### src/rtl/adc_cap_pkg.sv
// rtl/adc_cap_pkg.sv - shared types and helpers for the ADC event capture block
package adc_cap_pkg;

  typedef enum logic [2:0] {ARM, IDLE, CAPTURE, TAIL, DRAIN} state_t;

  function automatic int addr_w(input int depth);
    return (depth > 1) ? $clog2(depth) : 1;
  endfunction

  // Increment that sticks at the all-ones value of a w-bit counter
  function automatic logic [31:0] sat_inc(input logic [31:0] v, input int w);
    logic [31:0] max_v;
    max_v = (w >= 32) ? 32'hFFFF_FFFF : ((32'd1 << w) - 32'd1);
    return (v >= max_v) ? v : v + 32'd1;
  endfunction

endpackage

### src/rtl/adc_event_capture_if.sv
// rtl/adc_event_capture_if.sv - framed sample stream toward readout
interface adc_event_capture_if #(parameter int DATA_W = 8);
  logic [DATA_W-1:0] out_data;
  logic              out_valid;
  logic              out_ready;
  logic              out_last;
  logic              out_trunc;

  modport master (output out_data, output out_valid, output out_last, output out_trunc,
                  input out_ready);
  modport slave  (input out_data, input out_valid, input out_last, input out_trunc,
                  output out_ready);
endinterface

### src/rtl/adc_cap_ring.sv
// rtl/adc_cap_ring.sv - ring storage, one write port and one registered read port
module adc_cap_ring #(
  parameter int DATA_W = 8,
  parameter int DEPTH  = 32,
  parameter int AW     = 5
) (
  input  logic              clk,
  input  logic              we,
  input  logic [AW-1:0]     waddr,
  input  logic [DATA_W-1:0] wdata,
  input  logic              re,
  input  logic [AW-1:0]     raddr,
  output logic [DATA_W-1:0] rdata
);
  logic [DATA_W-1:0] mem [DEPTH];

  always_ff @(posedge clk) begin
    if (we) mem[waddr] <= wdata;
    if (re) rdata <= mem[raddr];
  end
endmodule

### src/rtl/adc_event_capture.sv
// rtl/adc_event_capture.sv - threshold event capture with pre/post history and framed drain
module adc_event_capture
  import adc_cap_pkg::*;
#(
  parameter int DATA_W    = 8,
  parameter int THRESHOLD = 0,
  parameter int PRE       = 2,
  parameter int POST      = 2,
  parameter int BUF_DEPTH = 32,
  parameter int CNT_W     = 16
) (
  input  logic               clk,
  input  logic               rst_n,
  input  logic [DATA_W-1:0]  adc_data,
  adc_event_capture_if.master out,
  output logic               busy,
  output logic [CNT_W-1:0]   frame_cnt,
  output logic [CNT_W-1:0]   drop_cnt
);
  localparam int AW = addr_w(BUF_DEPTH);
  localparam int LW = AW + 1;
  localparam logic [LW-1:0]     DEPTH_L = LW'(BUF_DEPTH);
  localparam logic [DATA_W-1:0] TH      = DATA_W'(THRESHOLD);

  state_t            state, state_n;
  logic [DATA_W-1:0] s, prev, rdata;
  logic [AW-1:0]     wr_ptr, rd_ptr, start, arm_cnt;
  logic [LW-1:0]     len, len_n, rem;
  logic [3:0]        tail, tail_n;
  logic              trunc, active, trig, wr_en, close;
  logic              issue, move, r_valid, r_last, done;

  assign active = s > TH;
  assign trig   = active && !(prev > TH);
  assign busy   = (state == CAPTURE) || (state == TAIL) || (state == DRAIN);
  assign done   = out.out_valid && out.out_ready && out.out_last;
  assign move   = r_valid && (!out.out_valid || out.out_ready);
  // Refill the read stage whenever it will be empty after this cycle
  assign issue  = (state == DRAIN) && (rem != '0) && (!r_valid || move);

  always_comb begin
    state_n = state;
    len_n   = len + 1'b1;
    tail_n  = tail;
    wr_en   = 1'b0;
    close   = 1'b0;
    unique case (state)
      ARM: begin
        wr_en = 1'b1;
        if (arm_cnt == AW'(PRE - 1)) state_n = IDLE;
      end
      IDLE: begin
        wr_en = 1'b1;
        len_n = LW'(PRE + 1);
        if (trig) state_n = CAPTURE;
      end
      CAPTURE: begin
        wr_en = 1'b1;
        if (!active) begin
          tail_n  = 4'd1;
          state_n = TAIL;
          if (POST == 1) close = 1'b1;
        end
      end
      TAIL: begin
        wr_en = 1'b1;
        if (active) begin
          tail_n  = 4'd0;
          state_n = CAPTURE;
        end else begin
          tail_n = tail + 1'b1;
          if (tail_n == 4'(POST)) close = 1'b1;
        end
      end
      DRAIN: if (done) state_n = ARM;
      default: state_n = ARM;
    endcase
    if ((state == CAPTURE || state == TAIL) && len_n == DEPTH_L) close = 1'b1;
    if (close) state_n = DRAIN;
  end

  always_ff @(posedge clk or negedge rst_n) begin
    if (!rst_n) begin
      state         <= ARM;
      s             <= '0;
      prev          <= '0;
      wr_ptr        <= '0;
      rd_ptr        <= '0;
      start         <= '0;
      arm_cnt       <= '0;
      len           <= '0;
      rem           <= '0;
      tail          <= '0;
      trunc         <= 1'b0;
      r_valid       <= 1'b0;
      r_last        <= 1'b0;
      out.out_valid <= 1'b0;
      out.out_data  <= '0;
      out.out_last  <= 1'b0;
      out.out_trunc <= 1'b0;
      frame_cnt     <= '0;
      drop_cnt      <= '0;
    end else begin
      state   <= state_n;
      s       <= adc_data;
      prev    <= s;
      tail    <= tail_n;
      arm_cnt <= (state == ARM) ? arm_cnt + 1'b1 : '0;
      if (wr_en) begin
        wr_ptr <= wr_ptr + 1'b1;
        len    <= len_n;
      end
      if (state == IDLE && trig) begin
        start <= wr_ptr - AW'(PRE);
        trunc <= 1'b0;
      end
      if (close) begin
        trunc  <= (len_n == DEPTH_L);
        rd_ptr <= start;
        rem    <= len_n;
      end
      if (issue) begin
        rd_ptr <= rd_ptr + 1'b1;
        rem    <= rem - 1'b1;
        r_last <= (rem == LW'(1));
      end
      if (issue)     r_valid <= 1'b1;
      else if (move) r_valid <= 1'b0;
      if (move) begin
        out.out_valid <= 1'b1;
        out.out_data  <= rdata;
        out.out_last  <= r_last;
        out.out_trunc <= r_last && trunc;
      end else if (out.out_valid && out.out_ready) begin
        out.out_valid <= 1'b0;
        out.out_last  <= 1'b0;
        out.out_trunc <= 1'b0;
      end
      if (done) frame_cnt <= CNT_W'(sat_inc(32'(frame_cnt), CNT_W));
      if (trig && (state == ARM || state == DRAIN))
        drop_cnt <= CNT_W'(sat_inc(32'(drop_cnt), CNT_W));
    end
  end

  adc_cap_ring #(.DATA_W(DATA_W), .DEPTH(BUF_DEPTH), .AW(AW)) u_ring (
    .clk   (clk),
    .we    (wr_en),
    .waddr (wr_ptr),
    .wdata (s),
    .re    (issue),
    .raddr (rd_ptr),
    .rdata (rdata)
  );
endmodule

### src/flat_wrapper.sv
// flat-port wrapper written by rule: the top's interface ports become plain ports
module adc_event_capture_flat import adc_cap_pkg::*;
#(
  parameter int DATA_W    = 8,
  parameter int THRESHOLD = 0,
  parameter int PRE       = 2,
  parameter int POST      = 2,
  parameter int BUF_DEPTH = 32,
  parameter int CNT_W     = 16
)
  (clk, rst_n, adc_data, busy, frame_cnt, drop_cnt, out_out_data, out_out_valid, out_out_last, out_out_trunc, out_out_ready);
  adc_event_capture_if #(.DATA_W(DATA_W)) out_i ();
  input  logic clk;
  input  logic rst_n;
  input  logic [DATA_W-1:0] adc_data;
  output logic busy;
  output logic [CNT_W-1:0] frame_cnt;
  output logic [CNT_W-1:0] drop_cnt;
  output wire logic [$bits(out_i.out_data)-1:0] out_out_data;
  output wire logic [$bits(out_i.out_valid)-1:0] out_out_valid;
  output wire logic [$bits(out_i.out_last)-1:0] out_out_last;
  output wire logic [$bits(out_i.out_trunc)-1:0] out_out_trunc;
  input wire logic [$bits(out_i.out_ready)-1:0] out_out_ready;
  assign out_out_data = out_i.out_data;
  assign out_out_valid = out_i.out_valid;
  assign out_out_last = out_i.out_last;
  assign out_out_trunc = out_i.out_trunc;
  assign out_i.out_ready = out_out_ready;
  adc_event_capture #(.DATA_W(DATA_W), .THRESHOLD(THRESHOLD), .PRE(PRE), .POST(POST), .BUF_DEPTH(BUF_DEPTH), .CNT_W(CNT_W)) u_core (.clk(clk), .rst_n(rst_n), .adc_data(adc_data), .out(out_i), .busy(busy), .frame_cnt(frame_cnt), .drop_cnt(drop_cnt));
endmodule
### config.mk
export PLATFORM = sky130hd
export DESIGN_NAME = adc_event_capture_flat
export DESIGN_NICKNAME = d
export VERILOG_FILES = /design/src/rtl/adc_cap_pkg.sv /design/src/rtl/adc_event_capture_if.sv /design/src/rtl/adc_cap_ring.sv /design/src/rtl/adc_event_capture.sv /design/src/flat_wrapper.sv
export SDC_FILE = /design/constraint.sdc
export NUM_CORES = 1
export LEC_CHECK = 0
export ABC_AREA = 1
export CAP_MARGIN = 20
export CORE_MARGIN = 2
export CORE_UTILIZATION = 63
export CTS_BUF_LIST = sky130_fd_sc_hd__clkbuf_4
export DETAILED_ROUTE_END_ITERATION = 6
export PLACE_DENSITY_LB_ADDON = 0.05
export SLEW_MARGIN = 25
export SYNTH_ARGS = -nofsm -noshare
export SYNTH_HDL_FRONTEND = slang
export SYNTH_SLANG_ARGS = --single-unit
### constraint.sdc
create_clock -name clk -period 2.1 [get_ports clk]
set_input_delay 0.315 -clock clk [delete_from_list [all_inputs] [get_ports clk]]
set_output_delay 0.315 -clock clk [all_outputs]
set_load 0.02 [all_outputs]
==> impl_summary.txt <==
----------------------------------------------------
[Status]
  Result of the run ... completed

[Critical path]
  CP startpoint kind ... flip-flop
  Worst Path Arrival ... 1.71 ns
  Category of the most critical setup path ... flip-flop to output port
  Kind of cell with the highest combined delay on the critical path ... buffers and inverters
  Cell chain of the critical path ... clkdlybuf4s50_1
  Delay of the slowest cell on the worst path ... approximately 0.62 ns
  Crit path max-delay cell type ... sky130_fd_sc_hd__clkdlybuf4s50_1
  Required time of the worst setup path ... about 1.8 ns
  Maximum net fanout on the critical path ... 4
  Buf+Inv Stages, Crit Path ... 1
  Element type at the critical path end ... output port

[Yosys]
  Number of warnings printed during yosys synthesis ... 0
  Number of instances in the synthesized netlist ... between 1k and 1.5k
  Syn Std Cell Area ... around 0.016 sq mm
  Number of synthesized register bits ... about 370
  Library cells used by synthesis ... 40
  Synthesized area per cell ... 10.56 sq um
  Post-synthesis sequential area ratio ... 66.07%
  Post-Syn Nets ... 1525

[CTS]
  CTS Sinks ... around 370
  Worst-case clock buffer depth ... 3
  Inserted Clock Buffers ... 89
  Clock edge transition at the registers on the reported setup and hold paths ... about 0.070 ns
  Clock latency on the worst-skew pair ... 0.71 ns
  Clock tree from TritonCTS ... done
  Number of levels in the clock H-tree ... 3
  Root buf cell ... sky130_fd_sc_hd__clkbuf_4

[STA]
  Pins over their slew limit ... 0
  Final critical delay including setup and external delays ... between 2 and 2.5 ns
  Relative slew margins ... 57.86%
  Tightest Pin Transition ... 0.6305 ns
  Post-Route Setup TNS ... 0 ns
  Maximum clock rate ... ~500 MHz
  Final period util ... 96.30%
  Endpoints failing hold ... 0
  Count of final setup violators ... 0
  Setup repair after global routing missed its margin ... false
  Fin Clk Skew ... between 0.02 and 0.03 ns

[Finish]
  Filler cells ... roughly 1.8k
  Fraction of layout cells with a size suffix above 1 ... about 14%
  Finished layout cell area ... 0.01823 sq mm
  Storage element area ... 0.01046 sq mm
  Number of nets at the end of the flow ... 1676
  Non-filler cells, final ... around 2.0k
  Area of the multi-input gates ... ~0.0047 sq mm
  Area growth, synth to finish ... 15.21%
  Final standard cell utilization of the core ... about three quarters

[GRT]
  Number of global-route vias before repair ... 10.79k
  Combined global-route utilization of all metal layers ... 27.42%
  Largest net degree at the start of global routing ... 74
  Wire length of the first global-routing pass ... 55880 microns
  Total congestion overflow after global routing ... 0
  Number of antenna violations at the first check in global routing ... 1

[Route]
  Via count ... ~11k
  Per-cell routed wire length ... between 15 and 20 microns
  # DRC ... 0
  Drt pass-1 iters ... 5
  Number of design-rule violations left by the first detailed-router iteration ... roughly 1.2k
  Vias per std cell ... 5.517
  Detailed-route wire length ... around 35000 microns
  Detail Route Antenna Nets ... 0

[Placed design]
  Instance area after placement ... 0.01702 sq mm
  # port buffers ... 54
  Cells after DPL ... 1884
  RD Place Congestion ... around 0.83
  DP Wirelength ... between 20000 and 25000 microns

[Power]
  Static leakage ... 7.355 nW
  Power density over the cells ... 1127 mW/mm^2
  Largest voltage drop on the vdd net ... about 670 uV

[Die]
  FP Rows ... 58
  Overall die height ... 162.5 microns
  Core footprint ... approximately 0.025 sq mm
  Chip width ... roughly 160 microns
  Area of the die ... roughly 0.026 sq mm
  I/O pin count ... 55
  Starting utilization of the core area ... 63.57%

[Min path]
  Worst hold path class ... input port to flip-flop

[Flow run]
  Total of max-cap violations ... 0

----------------------------------------------------
-- logic make-up after synthesis --
family	share of synthesized area (%)
buf+inv	4.293
xor+xnor	2.159
fa+ha+maj	1.265
compound gates	7.369
flops	66.07
simple gates	18.84
-- final cells by class --
cell class | count | share of cell area, %
inverter | 86 | 1.805
antenna | 1 | 0.01373
tap | 330 | 2.265
timing repair buffer | 126 | 6.273
clock buffer | 128 | 5.271
clock inverter | 32 | 1.249
sequential | 365 | 57.39
multi-input combinational | 981 | 25.74
-- routing by layer --
| metal | GRT usage, % | vias up | part of all wire [%] |
|---|---|---|---|
| li1 | - | 5455 | - |
| met1 | 38.34 | 5401 | 43 |
| met2 | 44.82 | 386 | 48 |
| met3 | 4.431 | 62 | 6.9 |
| met4 | 8.729 | 0 | 1.7 |
| met5 | 0 | - | 0 |
-- Yosys cell counts, drive strengths merged --
cell type,instances,area [sq um]
nor3,15,85.08
clkbuf,21,80.07
xor2,22,192.7
dfrtp,101,2527
clkinv,3,12.51
and2,2,15.02
o21ai,159,795.8
ha,16,200.2
nand3b,2,15.01
edfxtp,264,7928
o31ai,1,7.510
nand3,97,525.5
nor2,256,983.4
xnor2,17,148.9
or2,7,43.79
nand2,314,1189
nand4,20,125.1
a31oi,1,21.27
o211ai,32,240.2
o22ai,1,6.260
a21oi,19,95.09
buf,45,270.3
inv,83,316.5
-- report_power, final --
group / internal, mW / switching [mW] / total [mW]
registers: 8.64 / 0.457 / 9.10
logic: 1.74 / 3.71 / 5.45
clock network: 3.29 / 2.70 / 5.99
total: 13.7 / 6.87 / 20.5
-- worst paths after layout --
check                      slack [ns]                     end                    from  cells past startpoint
min in group asynchronous        0.10     u_core.frame_cnt[2]                   rst_n                      2
hold / removal                   0.05             u_core.s[4]             adc_data[4]                      1
max in group asynchronous        1.30         u_core.state[1]                   rst_n                      3
setup / recovery                 0.08             drop_cnt[3]      u_core.drop_cnt[3]                      1
setup reg to reg                 0.15  u_core.u_ring.rdata[3]        u_core.rd_ptr[0]                     10
hold reg to reg                  0.44  u_core.out.out_data[5]  u_core.u_ring.rdata[5]                      2
-- sequential cells by signal, indices dropped and copies added (netlist names), 6 cells and up --
register	cells
u_core.u_ring.rdata	8
u_core.u_ring.mem	256
u_core.prev	8
u_core.rem	6
u_core.frame_cnt	16
u_core.len	6
u_core.out.out_data	8
u_core.drop_cnt	16
u_core.s	8
-- through the flow --
step	hold slack (ns)	total power [mW]	worst slack, ns
after floorplan	0.01941	12.74	0.2395
after global placement	0.3020	14.52	0.2065
after detailed placement	0.2970	14.63	0.1791
after CTS	0.003071	20.63	0.001686
after global routing	0.01396	21.75	0.005911
final	0.05377	20.55	0.07775
-- repair_timing --
item	in CTS	in global routing
buffers inserted	0	3
endpoints found under the hold margin	80	0
pin swaps	0	2
hold buffers	1	0
endpoints found under the setup margin	22	6
gates resized for setup	26	8
-- cell usage in the layout, fill, tap and decap left out, types with 20 or more instances in the layout --
cell                              instances
sky130_fd_sc_hd__buf_4                   66
sky130_fd_sc_hd__clkbuf_4               128
sky130_fd_sc_hd__clkdlybuf4s50_1         26
sky130_fd_sc_hd__clkinv_1                27
sky130_fd_sc_hd__dfrtp_1                 98
sky130_fd_sc_hd__dlygate4sd2_1           21
sky130_fd_sc_hd__edfxtp_1               264
sky130_fd_sc_hd__inv_1                   73
sky130_fd_sc_hd__nand2_1                311
sky130_fd_sc_hd__nand3_1                 92
sky130_fd_sc_hd__nand4_1                 20
sky130_fd_sc_hd__nor2_1                 249
sky130_fd_sc_hd__o211ai_1                32
sky130_fd_sc_hd__o21ai_0                133
sky130_fd_sc_hd__o21ai_1                 26
sky130_fd_sc_hd__xor2_1                  22
Note: power is estimated with default switching activity, not from simulation.
